## config.mk

```make
export PLATFORM = sky130hd
export DESIGN_NAME = pc_unit
export DESIGN_NICKNAME = d
export VERILOG_FILES = /design/src/rtl/pc_unit.sv
export SDC_FILE = /design/constraint.sdc
export NUM_CORES = 1
export LEC_CHECK = 0
export ABC_AREA = 0
export CORE_UTILIZATION = 35
export CTS_BUF_LIST = sky130_fd_sc_hd__clkbuf_4 sky130_fd_sc_hd__clkbuf_8
export CTS_CLUSTER_DIAMETER = 80
export DETAILED_ROUTE_END_ITERATION = 8
export GPL_TIMING_DRIVEN = 1
export PLACE_DENSITY_LB_ADDON = 0.15
export SLEW_MARGIN = 20
export SYNTH_ARGS = -nofsm -noshare
export SYNTH_HDL_FRONTEND = slang
export SYNTH_SLANG_ARGS = --single-unit
```

## constraint.sdc

```tcl
create_clock -name clk -period 8.4 [get_ports clk]
set_input_delay 0.84 -clock clk [delete_from_list [all_inputs] [get_ports clk]]
set_output_delay 0.84 -clock clk [all_outputs]
set_load 0.05 [all_outputs]
```

## src/rtl/pc_unit.sv

```systemverilog
`default_nettype none
// ============================================================================
// Module   : pc_unit
// Brief    : Fetch program counter. Selects the next PC from trap vector,
//            execute redirect, return-address-stack prediction or sequential
//            increment; detects misaligned redirect targets.
// Revision : 1.0 - initial release
// ============================================================================
module pc_unit #(
    parameter int              XLEN         = 32,
    parameter logic [XLEN-1:0] RESET_VECTOR = {XLEN{1'b0}},
    parameter int              IALIGN       = 4,
    parameter int              RAS_DEPTH    = 4
) (
    input  logic            clk,
    input  logic            reset,
    output logic [XLEN-1:0] pc,
    output logic            pc_valid,
    input  logic            fetch_ready,
    input  logic            stall,
    input  logic            redirect_valid,
    input  logic [XLEN-1:0] redirect_target,
    input  logic            trap_valid,
    input  logic [XLEN-1:0] trap_vector,
    input  logic            ras_push,
    input  logic [XLEN-1:0] ras_push_addr,
    input  logic            ras_pop,
    output logic            ras_empty,
    output logic            misalign_fault,
    output logic [XLEN-1:0] misalign_addr
);

    // Low address bits that must be zero for a legal instruction address.
    localparam logic [XLEN-1:0] c_LOW_BITS   = XLEN'(IALIGN - 1);
    localparam logic [XLEN-1:0] c_ALIGN_MASK = ~c_LOW_BITS;
    localparam logic [XLEN-1:0] c_INC        = XLEN'(IALIGN);
    localparam int              c_PTR_W      = $clog2(RAS_DEPTH);
    localparam int              c_CNT_W      = $clog2(RAS_DEPTH + 1);
    localparam logic [c_CNT_W-1:0] c_CNT_FULL = c_CNT_W'(RAS_DEPTH);

    typedef enum logic [1:0] {
        S_HOLD  = 2'd0,
        S_RUN   = 2'd1,
        S_FAULT = 2'd2
    } state_t;

    state_t              r_state;
    logic [XLEN-1:0]     r_pc;
    logic                r_pc_valid;
    logic                r_fault;
    logic [XLEN-1:0]     r_fault_addr;
    logic [XLEN-1:0]     r_ras [RAS_DEPTH];
    logic [c_PTR_W-1:0]  r_top;
    logic [c_CNT_W-1:0]  r_cnt;

    logic                w_run;
    logic                w_fault;
    logic                w_advance;
    logic                w_empty;
    logic                w_redir_misaligned;
    logic                w_quiet;
    logic                w_pop;
    logic                w_push;
    logic [XLEN-1:0]     w_push_addr;
    logic [XLEN-1:0]     w_trap_pc;
    logic [c_PTR_W-1:0]  w_top_inc;
    logic [c_PTR_W-1:0]  w_wr_idx;

    assign w_run              = (r_state == S_RUN);
    assign w_fault            = (r_state == S_FAULT);
    assign w_advance          = fetch_ready & ~stall;
    assign w_empty            = (r_cnt == '0);
    assign w_redir_misaligned = |(redirect_target & c_LOW_BITS);
    // No trap or redirect this edge: only then may the RAS be touched.
    assign w_quiet            = w_run & ~trap_valid & ~redirect_valid;
    assign w_pop              = w_quiet & w_advance & ras_pop & ~w_empty;
    assign w_push             = w_quiet & ras_push;
    assign w_push_addr        = ras_push_addr & c_ALIGN_MASK;
    assign w_trap_pc          = trap_vector & c_ALIGN_MASK;
    assign w_top_inc          = r_top + c_PTR_W'(1);
    // A simultaneous pop frees the top slot, so the push reuses it.
    assign w_wr_idx           = w_pop ? r_top : w_top_inc;

    // Next-PC selection, FSM and registered status outputs.
    always_ff @(posedge clk or posedge reset) begin
        if (reset) begin
            r_state      <= S_HOLD;
            r_pc         <= RESET_VECTOR;
            r_pc_valid   <= 1'b0;
            r_fault      <= 1'b0;
            r_fault_addr <= '0;
        end else begin
            case (r_state)
                S_HOLD: begin
                    r_state    <= S_RUN;
                    r_pc_valid <= 1'b1;
                end
                S_RUN: begin
                    if (trap_valid) begin
                        r_pc <= w_trap_pc;
                    end else if (redirect_valid) begin
                        if (w_redir_misaligned) begin
                            r_state      <= S_FAULT;
                            r_pc_valid   <= 1'b0;
                            r_fault      <= 1'b1;
                            r_fault_addr <= redirect_target;
                        end else begin
                            r_pc <= redirect_target;
                        end
                    end else if (w_pop) begin
                        r_pc <= r_ras[r_top];
                    end else if (w_advance) begin
                        r_pc <= r_pc + c_INC;
                    end
                end
                S_FAULT: begin
                    if (trap_valid) begin
                        r_state    <= S_RUN;
                        r_pc       <= w_trap_pc;
                        r_pc_valid <= 1'b1;
                        r_fault    <= 1'b0;
                    end
                end
                default: begin
                    r_state    <= S_HOLD;
                    r_pc_valid <= 1'b0;
                end
            endcase
        end
    end

    // RAS bookkeeping: top pointer and saturating occupancy count.
    always_ff @(posedge clk or posedge reset) begin
        if (reset) begin
            r_top <= '0;
            r_cnt <= '0;
        end else if (trap_valid & (w_run | w_fault)) begin
            r_cnt <= '0;
        end else if (w_push & ~w_pop) begin
            r_top <= w_top_inc;
            if (r_cnt != c_CNT_FULL) begin
                r_cnt <= r_cnt + c_CNT_W'(1);
            end
        end else if (w_pop & ~w_push) begin
            r_top <= r_top - c_PTR_W'(1);
            r_cnt <= r_cnt - c_CNT_W'(1);
        end
    end

    // RAS storage; contents are only meaningful below the count, so no reset.
    always_ff @(posedge clk) begin
        if (w_push) begin
            r_ras[w_wr_idx] <= w_push_addr;
        end
    end

    assign pc             = r_pc;
    assign pc_valid       = r_pc_valid;
    assign ras_empty      = w_empty;
    assign misalign_fault = r_fault;
    assign misalign_addr  = r_fault_addr;

endmodule
`default_nettype wire
```

### Word level (Yosys, flattened, before mapping)

Memories as Yosys holds them, arrays and structs flattened.
Cells that the tools add are included.
W data, S select, Z words.

* add/sub/neg operators: 5
* multiply operators: 0
* divide/modulo/power cells: 0
* order comparisons: 0
* eq/ne operators: 10
* shift operators: 0
* muxes and demuxes: 31
* bitwise gates (word level): 18
* reductions and logical operators: 12

Operator list (count)
* $mux W32: 6
* $pmux W32 S2: 1
* $add A32 B3 Y32 const B: 1
* $mux W2: 7
* $mux W3: 4
* $reduce_and A4 Y1: 3
* $and A1 B1 Y1: 10
* $mux W1: 10
* $not A1 Y1: 7
* $ne A2 B2 Y1 const B: 3
* $pmux W2 S3: 1
* $ne A5 B3 Y1 const B: 1
* $reduce_and A5 Y1: 1
* $ne A4 B4 Y1 const B: 1
* $reduce_and A2 Y1: 2
* $reduce_bool A2 Y1: 2
* $add A3 B1 Y3 const B: 1
* $logic_not A3 Y1: 1
* $ne A3 B2 Y1 const B: 1
* $ne A3 B3 Y1 const B: 1
* $pmux W1 S3: 1
* $reduce_bool A3 Y1: 1
* $sub A3 B1 Y3 const B: 1
* $add A2 B1 Y2 const B: 1
* 8 further kinds: 8

* flip-flop bits (word level): 73
* latch bits: 0
* memory bits (writable): 120
* bits in read-only memories: 0
* output and inout port bits: 67
* memories: 1

Memories
* r_ras: depth 4, bits a word 30, read ports 1, clocked after Yosys merged registers in 0, wr ports 1, line 52 `logic [XLEN-1:0] r_ras [RAS_DEPTH];`

### Depth between registers and ports, before layout

Gate-level depths: netlist of run 1.

* depth after elaboration: 10
* mapped depth: 15
* depth with buffers taken out: 12

### Worst setup path after synthesis of run 1

No wires, ideal clock.

* path kind: input-to-reg
* from: in redirect_valid
* to: mem r_ras[3][0] (netlist bit), enable pin
* setup time: 493 ps
* arrival time: 5079 ps
* data required time: 7907 ps
* slack: 2829 ps
* stages on the path: 8
* path buffers: 3
* path through: buf_6 > or3b_1 > buf_2 > nor3_4 > inv_2 > clkbuf_1 > and2_1 > nor4_1

* word-level cells in the longest chain between the ends: 6

Ends and longest elaborated chain
* start: declaration: line 21 `input logic redirect_valid,`
* $not A1 Y1 (*): line 75 `assign w_quiet = w_run & ~trap_valid & ~redirect_valid;`
* $and A1 B1 Y1 (*): line 75
* $and A1 B1 Y1 (3 in series): line 76 `assign w_pop = w_quiet & w_advance & ras_pop & ~w_empty;`
* $mux W2: line 82 `assign w_wr_idx = w_pop ? r_top : w_top_inc;`
* end: declaration: line 52

Mark *: on every way between the ends. The rest lies on a longest branch, timed or not.

### Final worst setup path of run 1

* from: in redirect_valid
* to: mem r_ras[0][3] (netlist bit), enable pin

The elaborated chain is that of the path after synthesis.

==> summary.md, run 1 <==
| Metric | Value |
|---|---|
| Run status | finished, final reports clean |
| H-tree levels | 4 |
| All-Layer GR Usage | 20.6% |
| # fillers | 2269 |
| Site row count | 58 |
| Crit path arrival time | 4.42 ns |
| Synthesized instance count | roughly 670 |
| Synth Net Count | just under 800 |
| Critical-path cell list | clkdlybuf4s50_1 -> buf_4 -> or3b_1 -> nor3_4 -> inv_2 -> and2_1 -> a21oi_1 -> nor2_2 -> buf_4 |
| FF-to-FF setup slack | around 4.7 ns |
| FF-to-FF Start | r_state[1] |
| Largest net degree at the start of global routing | 74 |
| Cell family with most CP delay | buffers and inverters |
| CTS resizes | 0 |
| Number of distinct library cells after synthesis | 69 |
| Worst-path clk slew | roughly 0.10 ns |
| Hpwl dp | 18.4 mm |
| Crit path depth | 9 |
| EDFF count, synth | 120 |
| Placed insts | around 1.1k |
| Final Max Slew Viols | 0 |
| Most Frequent Cell on Critical Path | buf_4 |
| Setup Buffers After CTS | 0 |
| CP Launch Point | redirect_valid |
| Initial antenna violation count | 0 |
| CTS tree | built |
| DRT iter0 DRCs | 463 |
| Synth Warn # | 0 |
| DR vias/cell | 5.64 |
| Slowest stage cell, crit path | nor2_2 |
| Syn Area/Cell | 13.4 um2 |
| Top-Level Pins | ~170 |
| DRT Pass-1 Iters | 7 |
| Final hold viol count | 0 |
| WP buf/inv | 4 |
| Setup-failing EPs final | 0 |
| Hold_buf cts | 0 |
| R2R cell count | 9 |
| Area contributors post-synth | edfxtp_1 (40%), dfrtp_1 (20%), mux4_2 (7.5%) |
| Area of the die | 26400 um2 |
| Routed WL per cell | 22.6 um |
| Met1 GRT Util | 26.7% |
| Non-filler cells, final | between 1k and 1.5k |
| Chip Width | 162 um |
| Clock latency on the worst-skew pair | 0.47 ns |
| Vias in the first global route | 6778 |
| Worst Hold Class | flop to flop |
| Crit. End Element | flop |
| Total of max-cap violations | 0 |
| Final hold slack | 0.514 ns |
| Met2 Usage GRT | 34.1% |
| Starting Density | between 30% and 40% |
| ANT nets after route | 0 |
| Critical Path RT | roughly 8.6 ns |
| Clk_skew | 0.0159 ns |
| Via count | 6601 |
| Gr ovfl total | 0 |
| Post-route DRC | 0 |
| Setup TNS | 0 ns |
| GRT met3 Usage | 3.92% |
| Number of CTS-inserted buffers | 17 |
| Area Growth Syn to Fin | 27.0% |
| Worst r2r dst | r_ras[0][3] |
| Crit path max fanout | 37 |
| Clock sink count | slightly below 200 |
| IO buf count | 166 |
| Slew margin rel. | 38.2% |
| Root buffer selected by CTS | clkbuf_8 |
| RSZ-0062 raised after global routing | false |
| Async S/R FF share, synth | between 30% and 40% |
| Worst Setup EP | r_ras[0][3] |
| HP Start | misalign_addr[12] |
| Final wirelength | 26.4 mm |
| Slowest cell delay on critical path | 0.72 ns |
| Die Span Y | 162 um |
| Area leader, netlist | edfxtp_1 |
| Core area | 25200 um2 |
| Sequential area share after synthesis | between 60% and 70% |
| Fin crit share | roughly 51% |
| Global-route wire length before repair | 40.0 mm |
| Power density cells | roughly 350 nW/um2 |
| Primary FF master, synth | edfxtp_1 |
| Nets | between 900 and 1k |
| Worst vdd ir | 0.191 mV |
| Routability cong. | 0.823 |
| Post-Syn Area | 9010 um2 |
| Top-area cell type share of the netlist area | between 40% and 50% |
| Antenna diode count | 0 |
| Layout cells sized above 1 | 16.1% |
| Pin slew with the least headroom to its limit | 0.923 ns |
| Leakage power | 3.93 nW |
| Post-layout min period | 4.27 ns |
| Max Root-Sink Buffers | 2 |
| Worst setup SP type | primary input |
| Fmax | between 200 and 250 MHz |
| Crit Path Class | primary input to flop |
| Yosys reg bits | 193 |
| Gr busiest metal | met2 |
==> power by group <==
| group | internal [mW] | total [mW] | leakage [nW] | switching (mW) |
|---|---|---|---|---|
| sequential | 1.21 | 1.41 | 1.96 | 0.206 |
| combinational | 0.768 | 2.06 | 1.78 | 1.29 |
| clock | 0.219 | 0.572 | 0.191 | 0.353 |
==> how the worst min path moves through the flow <==
stage / slack (ns) / endpoint / cells after the start
CTS: 0.52 / misalign_addr[12] / 1
detailed placement: 0.50 / misalign_addr[17] / 1
floorplan: 0.53 / r_state[0] / 2
global route: 0.53 / misalign_addr[25] / 1
finish: 0.51 / misalign_addr[12] / 1
global placement: 0.47 / pc_valid / 2
==> synthesized netlist by cell type, types with 15 or more instances <==
library cell,number
edfxtp_1,120
dfrtp_1,73
nand2_1,50
mux2_2,35
o21ai_0,32
mux4_2,30
nor2_1,29
a21oi_1,26
clkbuf_1,26
nand3_1,16
a31oi_1,15
buf_2,15
==> layout by cell type (no fill, tap or decap), types with 9 or more instances in the layout <==
cell type	instances
mux2_2	35
inv_1	12
dfrtp_1	72
mux4_2	30
nor3_1	11
a31oi_1	15
nor2_1	25
or3_1	9
clkdlybuf4s50_1	166
a21oi_1	25
nand4_1	11
nor4_1	11
nand3_1	16
clkbuf_8	17
a211oi_1	10
edfxtp_1	120
buf_4	13
ha_1	10
nand2_1	50
o21ai_0	32
==> worst reg2reg max path, cell delays in order (launching register included) <==
cell,delay [ns]
dfrtp_1,0.41
inv_1,0.09
ha_1,0.22
or3b_1,0.49
nor3_4,0.10
inv_2,0.52
and2_1,0.32
a21oi_1,0.11
nor2_2,0.72
buf_4,0.44
==> state kept, by name, summed over array words and instances (netlist names) <==
name / cells
misalign_addr: 32
r_state: 2
r_top: 2
r_ras: 120
misalign_fault: 1
pc: 32
r_cnt: 3
pc_valid: 1
==> area by class of cell <==
class,count,area (um2),area share [%]
sequential,193,5430,47.5
multi-input combinational,419,3360,29.3
timing repair buffer,182,1820,15.9
tap,330,413,3.61
clock buffer,18,241,2.11
clock inverter,14,120,1.05
inverter,15,57.6,0.503
==> routing by layer <==
metal,routed length [um],up-vias
met5,0,-
met1,11200,3342
li1,-,2967
met3,1740,41
met4,627,0
met2,12800,251
==> cell families (layout without fill, tap and decap cells) <==
kind of cell | after synthesis | after routing | share of synthesized area [%]
adder cells (fa/ha/maj) | 10 | 10 | 1.39
multiplexers | 71 | 71 | 12.6
flip-flops | 193 | 193 | 60.3
XOR/XNOR | 8 | 8 | 0.778
buffers and inverters | 60 | 229 | 2.89
AND/OR/NAND/NOR | 176 | 176 | 10.2
AO/OA/AOI/OAI | 154 | 154 | 11.9
==> per-stage QoR <==
step	cell area, um2	util, %	setup slack [ns]	total power, mW
finish	11400	45.4	4.13	4.04
global route	11400	45.4	3.88	4.25
CTS	11400	45.3	4.15	4.06
detailed placement	11100	43.9	3.65	3.49
global placement	11000	43.8	3.71	3.45
floorplan	9010	-	2.83	2.78
No activity file was read; power rests on OpenSTA's default activity.
==> run 2: changes to the inputs <==
==> constraint.sdc (replaced) <==
create_clock -name clk -period 3.95 [get_ports clk]
set_input_delay 0.395 -clock clk [delete_from_list [all_inputs] [get_ports clk]]
set_output_delay 0.395 -clock clk [all_outputs]
set_load 0.05 [all_outputs]
==> run 2 against run 1 <==
Effect of this change:
- flip-flop and latch count did not move
- wire length grew 1.3%
- critical path type is now flop to flop
- worst hold slack got worse by 0.084 ns
- power up 120%
- clock power rose by 140%
- critical path depth unchanged
- critical endpoint is now r_ras[0][29]
- combinational power up 110%
- sequential share of layout area decreased by 0.63 points
- highest routed layer unchanged
- cell area grew 1.3%
==> summary.md, run 2 (synthesis results as in run 1) <==
| Metric | Value |
|---|---|
| Run status | finished, final reports clean |
| # fillers | 2253 (-0.71%) |
| Most common cell after layout, fill and taps aside | clkdlybuf4s50_1 |
| Final wirelength | 26.8 mm (+1.3%) |
| Post-layout min period | approximately 3.3 ns |
| Final Max Slew Viols | 0 (unchanged) |
| Pre-CTS setup slack | 0.474 ns (-3.18 ns) |
| Largest register FFs | 120 (unchanged) |
| Largest net degree at the start of global routing | 52 (-30%) |
| H-tree levels | 4 (unchanged) |
| Worst setup SP type | flop |
| R2R cell count | 9 (unchanged) |
| Register with the most flip-flops | r_ras |
| Vias in the first global route | 6726 (-0.77%) |
| Setup Buffers After CTS | 0 (unchanged) |
| Setup TNS | 0 ns (unchanged) |
| Final hold viol count | 0 (unchanged) |
| Routability cong. | 0.855 (+3.9%) |
| Gr ovfl total | 0 (unchanged) |
| Setup-failing EPs final | 0 (unchanged) |
| Number of CTS-inserted buffers | 17 (unchanged) |
| CTS resizes | 0 (unchanged) |
| Post-route DRC | 0 (unchanged) |
| Final Cell Area | 11600 um2 (+1.3%) |
| Area of the multi-input gates | 3370 um2 (+0.52%) |
| DRT iter0 DRCs | 497 (+7.3%) |
| Total of max-cap violations | 0 (unchanged) |
| ANT nets after route | 0 (unchanged) |
| Crit path max fanout | 16 (-57%) |
| Worst Hold Class | primary input to async pin |
| Antenna diode count | 0 (unchanged) |
| Worst-path clk slew | 0.10 ns (about the same) |
| Fmax | 305 MHz |
| Clock latency on the worst-skew pair | 0.47 ns (about the same) |
| Area of the die | 26400 um2 (unchanged) |
| DR vias/cell | 5.58 (-0.92%) |
| Leakage power | 4.00 nW (+1.7%) |
| Most frequent cells in the layout | clkdlybuf4s50_1 (166), edfxtp_1 (120), dfrtp_1 (72), nand2_1 (50), mux2_2 (35) |
| Fin crit share | approximately 83% |
| CTS tree | built |
| Chip Width | 162 um (unchanged) |
| Layout cells sized above 1 | 17.1% (+1.1 points) |
| Setup ws final | 0.670 ns (-3.46 ns) |
| Max Root-Sink Buffers | 2 (unchanged) |
| Site row count | 58 (unchanged) |
| Hpwl dp | 19.2 mm (+4.4%) |
| FF-to-FF Start | r_state[1] |
| Routed WL per cell | 22.6 um (+0.24%) |
| Die Span Y | 162 um (unchanged) |
| Slew margin rel. | 33.6% (-4.6 points) |
| Utilization after layout | 46.0% (+0.61 points) |
| Reg area | 5430 um2 (unchanged) |
| Hold_buf cts | 0 (unchanged) |
| DRT Pass-1 Iters | 5 (-2) |
| Crit Path Class | flop to flop |
| Root buffer selected by CTS | clkbuf_8 |
| Area Growth Syn to Fin | 28.7% |
| IO buf count | 166 (unchanged) |
| Global-route wire length before repair | 40.4 mm (+1.1%) |
| Pin slew with the least headroom to its limit | 0.995 ns (+0.0721 ns) |
| Nets | 954 (+1.3%) |
| Critical Path RT | 4.09 ns (-4.46 ns) |
| Worst r2r dst | r_ras[0][29] |
| Crit path arrival time | 3.42 ns (-1.00 ns) |
| Power density cells | 760 nW/um2 (+120%) |
| Final hold slack | 0.430 ns (-0.0840 ns) |
| Clk_skew | 0.0147 ns (-0.00112 ns) |
| All-Layer GR Usage | 20.9% (+0.29 points) |
| Core area | 25200 um2 (unchanged) |
| Initial antenna violation count | 1 (+1) |
| Via count | 6607 (+0.091%) |
| Worst vdd ir | 0.544 mV (+190%) |
| RSZ-0062 raised after global routing | false |
| Area after DPL | 11200 um2 (+1.1%) |
| Clock sink count | 193 (unchanged) |
| FF-to-FF setup slack | 0.67 ns (-3.98 ns) |
| Crit. End Element | flop |
| Top-Level Pins | 171 (unchanged) |
| Starting Density | 35.8% (unchanged) |
[run 2: layout make-up]
| cell class | count | share of cell area [%] |
|---|---|---|
| timing repair buffer | 194 | 16.4 |
| clock inverter | 14 | 1.53 |
| tap | 330 | 3.56 |
| sequential | 193 | 46.9 |
| inverter | 15 | 0.497 |
| multi-input combinational | 419 | 29.1 |
| clock buffer | 18 | 2.08 |
[run 2: worst max-delay path by stage]
stage,startpoint,end,slack [ns],depth (start not counted)
2_1_floorplan,r_state[1],r_ras[3][0],-0.05,9
3_3_place_gp,trap_valid,r_ras[0][24],0.55,7
3_5_place_dp,trap_valid,r_ras[0][23],0.47,7
4_1_cts,r_state[1],r_ras[0][9],0.60,9
5_1_grt,r_state[1],r_ras[0][21],0.46,9
6_report,r_state[1],r_ras[0][29],0.67,9
[run 2: where the power goes]
part	switching, mW	internal (mW)	leakage [nW]	total, mW
sequential	0.452	2.57	1.96	3.02
clock	0.720	0.644	0.207	1.36
combinational	2.75	1.67	1.83	4.42
total	3.92	4.89	4.00	8.81
[run 2: critical path: stages, from the launching register on]
cell     delay (ns)
dfrtp_1        0.43
inv_1          0.12
ha_1           0.19
or3b_1         0.42
nor3_4         0.25
inv_2          0.08
nor3_1         0.14
a21oi_1        0.07
nor2_2         0.76
buf_4          0.45
[run 2: routing by layer]
layer,wire length [um],GRT usage (%),up-vias
met4,433,5.66,0
met1,11600,27.5,3331
met3,1870,5.25,38
met5,0,0,-
li1,-,-,2989
met2,12900,34.1,249
[run 2: metrics by stage]
stage	std cells	power, mW
5_1_grt	1183	9.27
2_1_floorplan	672	5.91
4_1_cts	1183	8.87
3_5_place_dp	1151	7.49
6_report	1183	8.81
3_3_place_gp	1151	7.41
